$ cat config.mk
export PLATFORM = sky130hd
export DESIGN_NAME = mem_access_unit
export DESIGN_NICKNAME = d
export VERILOG_FILES = /design/src/rtl/mem_access_unit.sv
export SDC_FILE = /design/constraint.sdc
export NUM_CORES = 1
export LEC_CHECK = 0
export CAP_MARGIN = 5
export CORE_MARGIN = 8
export CORE_UTILIZATION = 45
export CTS_CLUSTER_DIAMETER = 120
export DETAILED_ROUTE_END_ITERATION = 8
export PLACE_DENSITY = 0.81
export SYNTH_ARGS = -nofsm -noshare
export SYNTH_HDL_FRONTEND = slang
export SYNTH_SLANG_ARGS = --single-unit
$ cat constraint.sdc
create_clock -name clk -period 4 [get_ports clk]
set_input_delay 0.8 -clock clk [delete_from_list [all_inputs] [get_ports clk]]
set_output_delay 0.8 -clock clk [all_outputs]
set_load 0.01 [all_outputs]
$ cat src/rtl/mem_access_unit.sv
// mem_access_unit: sequential MEM-stage data-bus engine.
// Takes one load/store at a time, lane-aligns store data and strobes, runs the
// dbus valid/addr_ok/data_ok handshake and extends load data for the W stage.
//
// state | meaning
// IDLE  | ready for a new request
// ADDR  | address phase on dbus, waiting for dresp_addr_ok
// DATA  | address accepted, waiting for dresp_data_ok
// RSP   | one-cycle completion pulse
// MIS   | misaligned request, one-cycle error response
module mem_access_unit #(
  parameter int DATA_W = 32,
  parameter int ADDR_W = 32
) (
  input  logic                clk,
  input  logic                reset,
  input  logic                req_valid,
  output logic                req_ready,
  input  logic                req_store,
  input  logic [1:0]          req_size,
  input  logic                req_signed,
  input  logic [ADDR_W-1:0]   req_addr,
  input  logic [DATA_W-1:0]   req_wdata,
  input  logic                flush,
  output logic                resp_valid,
  output logic [DATA_W-1:0]   resp_rdata,
  output logic                resp_misalign,
  output logic                stall,
  output logic                dreq_valid,
  output logic [ADDR_W-1:0]   dreq_addr,
  output logic [DATA_W/8-1:0] dreq_strobe,
  output logic [DATA_W-1:0]   dreq_data,
  input  logic                dresp_addr_ok,
  input  logic                dresp_data_ok,
  input  logic [DATA_W-1:0]   dresp_data
);
  localparam int NB = DATA_W / 8;
  localparam int LB = $clog2(NB);

  typedef enum logic [2:0] {S_IDLE, S_ADDR, S_DATA, S_RSP, S_MIS} state_t;
  state_t state, state_nxt;

  logic [ADDR_W-1:0] addr_q;
  logic [1:0]        size_q;
  logic              signed_q;
  logic              store_q;
  logic [DATA_W-1:0] wdata_q;
  logic [DATA_W-1:0] raw_q;
  logic              flushed_q;

  logic              accept;
  logic              misalign;
  logic              capture;
  logic              set_flush;
  logic              in_addr;
  logic [LB-1:0]     off;
  logic [NB-1:0]     lane_base;
  logic [DATA_W-1:0] shifted;
  logic [DATA_W-1:0] keep_mask;
  logic [DATA_W-1:0] top_bit;
  logic [DATA_W-1:0] load_ext;

  // accept is masked by reset so every output reads 0 (except ready) during reset
  assign req_ready = (state == S_IDLE);
  assign accept    = req_valid & req_ready & ~flush & ~reset;
  assign stall     = (state != S_IDLE) | accept;
  assign in_addr   = (state == S_ADDR);
  assign off       = addr_q[LB-1:0];

  // misalignment of the incoming request; 8-byte accesses need a 64-bit bus
  always_comb begin
    case (req_size)
      2'd0:    misalign = 1'b0;
      2'd1:    misalign = req_addr[0];
      2'd2:    misalign = |req_addr[1:0];
      default: misalign = (DATA_W == 32) || (|req_addr[2:0]);
    endcase
  end

  // next-state logic; a flush seen after addr_ok lets the bus drain but skips RSP
  always_comb begin
    state_nxt = state;
    capture   = 1'b0;
    set_flush = 1'b0;
    case (state)
      S_IDLE: if (accept) state_nxt = misalign ? S_MIS : S_ADDR;
      S_ADDR: begin
        if (dresp_addr_ok) begin
          set_flush = flush;
          if (dresp_data_ok) begin
            capture   = 1'b1;
            state_nxt = flush ? S_IDLE : S_RSP;
          end else begin
            state_nxt = S_DATA;
          end
        end else if (flush) begin
          state_nxt = S_IDLE;
        end
      end
      S_DATA: begin
        set_flush = flush;
        if (dresp_data_ok) begin
          capture   = 1'b1;
          state_nxt = (flushed_q | flush) ? S_IDLE : S_RSP;
        end
      end
      S_RSP, S_MIS: state_nxt = S_IDLE;
      default:      state_nxt = S_IDLE;
    endcase
  end

  // state register
  always_ff @(posedge clk or posedge reset) begin
    if (reset) state <= S_IDLE;
    else       state <= state_nxt;
  end

  // request latch, load data capture and sticky flush flag
  always_ff @(posedge clk or posedge reset) begin
    if (reset) begin
      addr_q    <= '0;
      size_q    <= '0;
      signed_q  <= 1'b0;
      store_q   <= 1'b0;
      wdata_q   <= '0;
      raw_q     <= '0;
      flushed_q <= 1'b0;
    end else begin
      if (accept) begin
        addr_q   <= req_addr;
        size_q   <= req_size;
        signed_q <= req_signed;
        store_q  <= req_store;
        wdata_q  <= req_wdata;
      end
      if (capture) raw_q <= store_q ? '0 : dresp_data;
      if (state_nxt == S_IDLE) flushed_q <= 1'b0;
      else if (set_flush)      flushed_q <= 1'b1;
    end
  end

  // byte-enable pattern before lane shifting
  always_comb begin
    case (size_q)
      2'd0:    lane_base = NB'(1);
      2'd1:    lane_base = NB'(3);
      2'd2:    lane_base = NB'(15);
      default: lane_base = '1;
    endcase
  end

  // load extraction: shift lane down, keep 8<<size bits, extend from the top kept bit
  always_comb begin
    shifted = raw_q >> {off, 3'b000};
    case (size_q)
      2'd0:    keep_mask = DATA_W'(8'hFF);
      2'd1:    keep_mask = DATA_W'(16'hFFFF);
      2'd2:    keep_mask = DATA_W'(32'hFFFF_FFFF);
      default: keep_mask = '1;
    endcase
    top_bit  = keep_mask ^ (keep_mask >> 1);
    load_ext = shifted & keep_mask;
    if (signed_q && |(shifted & top_bit)) load_ext = load_ext | ~keep_mask;
  end

  assign dreq_valid    = in_addr;
  assign dreq_addr     = in_addr ? {addr_q[ADDR_W-1:LB], {LB{1'b0}}} : '0;
  assign dreq_strobe   = (in_addr & store_q) ? (lane_base << off) : '0;
  assign dreq_data     = (in_addr & store_q) ? (wdata_q << {off, 3'b000}) : '0;
  assign resp_valid    = (state == S_RSP) | (state == S_MIS);
  assign resp_misalign = (state == S_MIS);
  assign resp_rdata    = (state == S_RSP) ? load_ext : '0;

endmodule

Word level (Yosys, flattened, before mapping)
Cells that the tools add are included.
- bits in registers: 104
- latch bits: 0
- RAM bits: 0
- ROM bits: 0
- input port bits: 106
- output and inout port bits: 105
- logic and storage cells: 66
- memories kept: 0
- add/subtract/negate cells: 0
- $mul: 0
- divide/modulo/power cells: 0
- order comparisons: 0
- eq/ne operators: 7
- shifts and indexed selects: 3
- muxes and demuxes: 25
- bitwise logic cells: 14
- reductions and logical operators: 9
- operators with widths (operator ; count):
    $mux W32 ; 5
    $and A32 B32 Y32 ; 2
    $pmux W32 S2 ; 1
    $not A32 Y32 ; 1
    $or A32 B32 Y32 ; 1
    $reduce_or A32 Y1 ; 1
    $shl A32 B5 Y32 ; 1
    $shr A32 B5 Y32 ; 1
    $xor A32 B31 Y32 ; 1
    $mux W3 ; 5
    $pmux W3 S3 ; 1
    $pmux W4 S2 ; 1
    $eq A3 B2 Y1 const B ; 2
    $logic_not A3 Y1 ; 2
    $mux W2 ; 3
    $mux W1 ; 5
    $and A1 B1 Y1 ; 4
    $eq A2 B1 Y1 const B ; 2
    $logic_not A2 Y1 ; 2
    $mux W4 ; 1
    $pmux W1 S2 ; 2
    $shl A4 B2 Y4 ; 1
    $eq A3 B1 Y1 const B ; 1
    $eq A3 B3 Y1 const B ; 1
    other kinds (8) ; 11

Longest topological paths before layout
Gate-level depths: netlist of run 1.
- depth after elaboration: 8
- depth in mapped cells: 6
- gate-level depth less buffers: 4

Worst setup path before layout of run 1
Ideal clock, no wire load.
- path kind: reg-to-output
- start: register state[2]
- end: output resp_rdata[18]
- arrival: 1648 ps
- data required time: 3200 ps
- setup slack: 1552 ps
- cell stages (with the launch flop): 6
- buffers on the path: 1
- cells stage by stage: dfrtp_1 -> nand3b_1 -> or3b_1 -> a2111o_1 -> buf_6 -> nand2_1
- cells in the longest elaborated chain, start to end: 2
- RTL lines (element ; RTL line ; text):
    from (decl) ; 41 ; state_t state, state_nxt;
    from (signal assigned) ; 115 ; else state <= state_nxt;
    $eq A3 B2 Y1 ; 172 ; assign resp_rdata = (state == S_RSP) ? load_ext : '0;
    $mux W32 ; 172 ;
    to (decl) ; 26 ; output logic [DATA_W-1:0] resp_rdata,
No other way between the ends.

Final worst setup path of run 1
- start: register state[2]
- end: output resp_rdata[26]
Same word-level chain as after synthesis.

==> results of run 1 <==
layout make-up:
class                           instances  share of cell area
Clock buffer                           10              0.0290
Clock inverter                          6              0.0118
Inverter                                4             0.00212
Multi-Input combinational cell        420               0.348
Sequential cell                       104               0.316
Tap cell                              172              0.0261
Timing Repair Buffer                  221               0.267
metal layers:
| layer | track usage | up-vias |
|---|---|---|
| met5 | 0 | - |
| met4 | 0.0797 | 0 |
| met3 | 0.0878 | 31 |
| met2 | 0.353 | 188 |
| met1 | 0.249 | 2419 |
| li1 | - | 2330 |
where the power goes:
part           internal (W)  total, W  switching, W
logic              0.000789   0.00144      0.000654
registers           0.00145   0.00185      0.000403
clock network      0.000574  0.000987      0.000412
total               0.00281   0.00428       0.00147
registers in the layout, summed over array words and instances (netlist names):
register	flops
wdata_q	32
size_q	2
raw_q	32
flushed_q	1
signed_q	1
state	3
store_q	1
addr_q	32
how the worst max path moves through the flow:
| stage | end | slack (ns) | startpoint |
|---|---|---|---|
| after global routing | resp_rdata[26] | 0.22 | state[2] |
| after CTS | resp_rdata[21] | 0.35 | state[2] |
| final | resp_rdata[26] | 0.36 | state[2] |
| after floorplan | addr_q[0] | 0.47 | reset |
| after global placement | resp_rdata[29] | 0.84 | state[2] |
| after detailed placement | resp_rdata[21] | 0.76 | state[2] |
worst max-delay path, stage by stage (launching register included):
cell and delay (ns):
dfrtp_1 0.45, nand3b_1 0.18, buf_4 0.19, or3b_1 0.44, a2111o_1 0.50, nand2_1 0.14
clkdlybuf4s50_1 0.56
synthesized netlist by cell type, types with 3 or more instances:
cell type  instances  area share
a211oi_1          37       0.049
a21oi_1           10      0.0088
and2_1            38       0.042
buf_1              3      0.0020
buf_2             12       0.011
clkbuf_1          24       0.016
dfrtp_1          104        0.46
inv_1              4      0.0026
mux2_2            76        0.15
mux2i_1           26       0.046
nand2_1           67       0.044
nand2b_1          36       0.040
nor2_1            45       0.030
nor2b_1           20       0.022
nor3_1             3      0.0026
o21ai_0           38       0.034
metrics by stage:
stage | setup slack [ns] | hold WS [ns] | cell area [sq um] | utilization | instances
floorplan | 0.468 | 0.442 | 5680 | - | 570
global placement | 0.836 | 0.461 | 7920 | 0.635 | 921
detailed placement | 0.755 | 0.464 | 7920 | 0.635 | 921
CTS | 0.346 | 0.482 | 8250 | 0.662 | 937
global route | 0.219 | 0.511 | 8250 | 0.662 | 937
finish | 0.361 | 0.481 | 8250 | 0.662 | 937
cell families after synthesis:
logic type      count (synthesis)
other cells                     1
simple gates                  220
mux                           103
xor+xnor                        1
flops                         104
buf+inv                        46
compound gates                 94
==> impl_metrics.tcl, run 1 <==
set metrics [dict create \
    hold_end "raw_q[4]" \
    area_growth_pct 45.5 \
    ir_drop_v 0.000338 \
    synth_edf_count 0 \
    gp_congestion 0.858 \
    portBuffers 208 \
    synth_ff_type "dfrtp_1" \
    fin_crit_sh 0.910 \
    synth_mux_area_frac 0.201 \
    rsz0062_at_grt "false" \
    synth_simple_gate_area_frac 0.198 \
    fin_tns_setup_ns 0 \
    final-hold-violation-count 0 \
    antenna_cells 0 \
    wl_per_cell_microns 18.6 \
    setup_violations 0 \
    layout_common_cells "clkdlybuf4s50_1 (208), dfrtp_1 (102), mux2_2 (76)" \
    synth_top_family_by_area "multiplexers" \
    coreArea_sq_um 12500 \
    r2r-end "signed_q" \
    root_buffer "clkbuf_16" \
    initial_core_util 0.455 \
    yosys.area_share.xor_xnor 0.00154 \
    ios 211 \
    numCtsBuffers 9 \
    first_pass_iters 4 \
    r2r_start "state[1]" \
    r2r_setup_slack_ns 2.19 \
    layout-drive-gt1-share 0.148 \
    slew_violations 0 \
    synthCells 569 \
    synth_warnings 0 \
    die_y_microns 128 \
    hp-class "register to register" \
    timing.fmax_mhz 275 \
    synth_compound_area_frac 0.105 \
    cts_setup_buffers 0 \
    drc_errors 0 \
    reg2regPathDepth 4 \
    antenna_found_initial 0 \
    wl_met2_microns 8340 \
    mostFrequentLayoutCell "clkdlybuf4s50_1" \
    synthAdderAreaFrac 0 \
    m1WireLength_microns 7000 \
    cts_tree "done" \
    synth_cell_types 39 \
    worstHoldPathCells 2 \
    postCtsResizedCells 0 \
    maxSlewHeadroom 0.488 \
    cp-start-kind "register" \
    critPathKind "register to primary output" \
    die_area_sq_um 16500 \
    cts_htree_levels 3 \
    top_layer_used "met4" \
    ys_async_sr_fraction 1.00 \
    nets 866 \
    die_x_microns 128 \
    grt_usage 0.216 \
    synth_area_sq_um 5670 \
    via_count 4968 \
    power_w 0.00428 \
    status "complete, no violations" \
    clock_latency_ns 0.36 \
    arrival_ns 2.84 \
    multi_input_area_sq_um 2880 \
    post-route-min-period_ns 3.64 \
    grt_pass1_wl_microns 27800 \
    drt_iter0_markers 336 \
    dp.final_hpwl_microns 13100 \
    maxCapViolCount 0 \
    crit_path_end_kind "primary output" \
    hold_path.startpoint "raw_q[4]" \
    clock_sinks 104 \
    ctsHoldBuffers 0 \
    routed_via_density 5.30 \
    avgSynthCellArea_sq_um 9.97 \
    grt_pass1_vias 5253 \
    wl_microns 17500 \
    fill_cells 1035 \
    regArea_sq_um 2610 \
    yosysSeqAreaShare 0.459 \
    clock_skew_ns 0.00941 \
    rows 41 \
    cp_data_required_time_ns 3.20 \
    p_per_area_nw_per_um2 519 \
    postRouteAntennaNets 0 \
    grt_max_degree 72 \
    cp_max_fo 13 \
    clkSlewWorstSetupHoldPaths_ns 0.08 \
    cts_buffer_depth 2 \
    dr_wl_met3_microns 1740 \
    worst_slew_pin_slew_ns 0.766 \
    p_leak_nw 3.46 \
    grt-ovfl-total 0 \
    synth.ff_latch_count 104 \
]
(Power assumes the default switching activity.)
==> run 2, diff against run 1 <==
--- a/config.mk
+++ b/config.mk
@@ -6,8 +6,10 @@
 export NUM_CORES = 1
 export LEC_CHECK = 0
 export CAP_MARGIN = 5
+export CELL_PAD_IN_SITES_DETAIL_PLACEMENT = 1
+export CELL_PAD_IN_SITES_GLOBAL_PLACEMENT = 1
 export CORE_MARGIN = 8
-export CORE_UTILIZATION = 45
+export CORE_UTILIZATION = 33
 export CTS_CLUSTER_DIAMETER = 120
 export DETAILED_ROUTE_END_ITERATION = 8
 export PLACE_DENSITY = 0.81
==> run 2 against run 1 <==
Net effect:
- first-iteration DRC count shrank 38%
- largest cell class unchanged
- critical endpoint is now resp_rdata[27]
- critical path depth is the same
- clock skew is 0.0012 ns lower
- die area is 32% higher
- utilization is 18 points lower
- final cell count increased by 5.5%
- routed wire length rose by 11%
- critical path type unchanged
- sequential power hardly changed
- register-to-register slack got worse by 0.62 ns
- combinational power rose by 3%
- maximum frequency fell by 0.87%
- sequential share of layout area about the same
==> impl_metrics.tcl, run 2 (synthesis gave the netlist of run 1 again) <==
set metrics [dict create \
    grt_pass1_wl_microns 31000 \
    clock_sinks 104 \
    cp_num_cells 6 \
    antenna_cells 0 \
    cp_cell_sequence "nand3b_1, buf_4, nor4b_2, nand2_1, o21ai_0, clkdlybuf4s50_1" \
    clock_skew_ns 0.00819 \
    root_buffer "clkbuf_16" \
    maxSlewHeadroom 0.357 \
    worst_slew_pin_slew_ns 0.964 \
    grt_max_degree 72 \
    fin_tns_setup_ns 0 \
    hp-class "register to register" \
    ios 211 \
    wl_per_cell_microns 19.6 \
    cp_num_buf_inv 2 \
    clkSlewWorstSetupHoldPaths_ns 0.08 \
    grt-ovfl-total 0 \
    gp_congestion 0.882 \
    grt_pass1_vias 5600 \
    critPathMaxStageDelay_ns 0.65 \
    die_x_microns 147 \
    slew_violations 0 \
    final-hold-violation-count 0 \
    final_cell_count_no_fill 989 \
    critPathKind "register to primary output" \
    layout-drive-gt1-share 0.145 \
    postCtsResizedCells 0 \
    ctsHoldBuffers 0 \
    p_leak_nw 3.42 \
    r2r_setup_slack_ns 1.57 \
    initial_core_util 0.333 \
    clock_latency_ns 0.35 \
    slowest_stage "nor4b_2" \
    fill_cells 1908 \
    cts_setup_buffers 0 \
    maxCapViolCount 0 \
    first_pass_iters 4 \
    ir_drop_v 0.000257 \
    worstHoldPathCells 2 \
    coreArea_sq_um 17100 \
    dp.final_hpwl_microns 14600 \
    setup_slack_ns 0.329 \
    path_delay_family "simple AND/OR/NAND/NOR gates" \
    rsz0062_at_grt "false" \
    cp_data_required_time_ns 3.20 \
    numCtsBuffers 9 \
    drc_errors 0 \
    portBuffers 208 \
    power_w 0.00418 \
    nets 865 \
    crit_path_end_kind "primary output" \
    layout_common_cells "clkdlybuf4s50_1 (208), dfrtp_1 (102), mux2_2 (76)" \
    postRouteAntennaNets 0 \
    fin_crit_sh 0.918 \
    timing.fmax_mhz 272 \
    antenna_found_initial 4 \
    hold_path.startpoint "raw_q[13]" \
    post-route-min-period_ns 3.67 \
    cts_tree "done" \
    mostFrequentLayoutCell "clkdlybuf4s50_1" \
    routed_via_density 5.02 \
    die_y_microns 147 \
    top_regs "addr_q (32), raw_q (32), wdata_q (32)" \
    crit_end "resp_rdata[27]" \
    status "complete, no violations" \
    r2r_start "state[1]" \
    arrival_ns 2.87 \
    reg2regPathDepth 3 \
    cp-start-kind "register" \
    setup_violations 0 \
    die_area_sq_um 21600 \
    r2r-end "wdata_q[8]" \
    via_count 4969 \
    cts_htree_levels 3 \
    drt_iter0_markers 207 \
    wl_microns 19400 \
    grt_usage 0.180 \
    dpl_worst_slack_ns 0.727 \
    cp_max_fo 12 \
    p_per_area_nw_per_um2 506 \
    placedCellCount 973 \
    area_growth_pct 45.5 \
    cts_buffer_depth 2 \
    crit_start "state[2]" \
    rows 48 \
]
[run 2: cell types whose count changed in the layout (fill, tap and decap cells not counted), sizes merged]
cell / before / now
bufinv: 2 / 0
clkinvlp: 0 / 2
inv: 6 / 7
buf: 13 / 12
clkinv: 2 / 1
[run 2: power by group]
part	leakage, nW	internal, W	switching, W
clock network	0.132	0.000433	0.000424
logic	2.01	0.000789	0.000691
registers	1.27	0.00145	0.000393
total	3.42	0.00267	0.00151
[run 2: area by class of cell]
class	instances	area [sq um]	share of cell area
clock buffer	10	229	0.0277
clock inverter	6	52.6	0.00636
inverter	4	17.5	0.00212
multi-input combinational	420	2890	0.350
sequential	104	2610	0.316
tap	225	282	0.0341
timing repair buffer	220	2180	0.265
[run 2: per-stage QoR]
| step | hold slack (ns) | utilization | instance area [sq um] |
|---|---|---|---|
| after floorplan | 0.442 | - | 5680 |
| after global placement | 0.463 | 0.468 | 7980 |
| after detailed placement | 0.474 | 0.468 | 7980 |
| after CTS | 0.488 | 0.484 | 8260 |
| after global routing | 0.515 | 0.484 | 8260 |
| final | 0.491 | 0.484 | 8260 |
[run 2: routing by layer]
layer	global-route usage	share of wire
met5	0	0.0024
met4	0.0576	0.019
met3	0.0643	0.078
met2	0.303	0.49
met1	0.210	0.41
[run 2: how the worst min path moves through the flow]
stage                     slack, ns          to
after floorplan                0.44    raw_q[0]
after global placement         0.46    raw_q[5]
after detailed placement       0.47    raw_q[6]
after CTS                      0.49    raw_q[6]
after global routing           0.51  addr_q[16]
final                          0.49   raw_q[13]
[run 2: worst register-to-register path, delay by kind of cell (launching register included)]
kind          cells  cell delay [ns]
mux               1             0.57
flops             1             0.46
simple gates      2             1.27
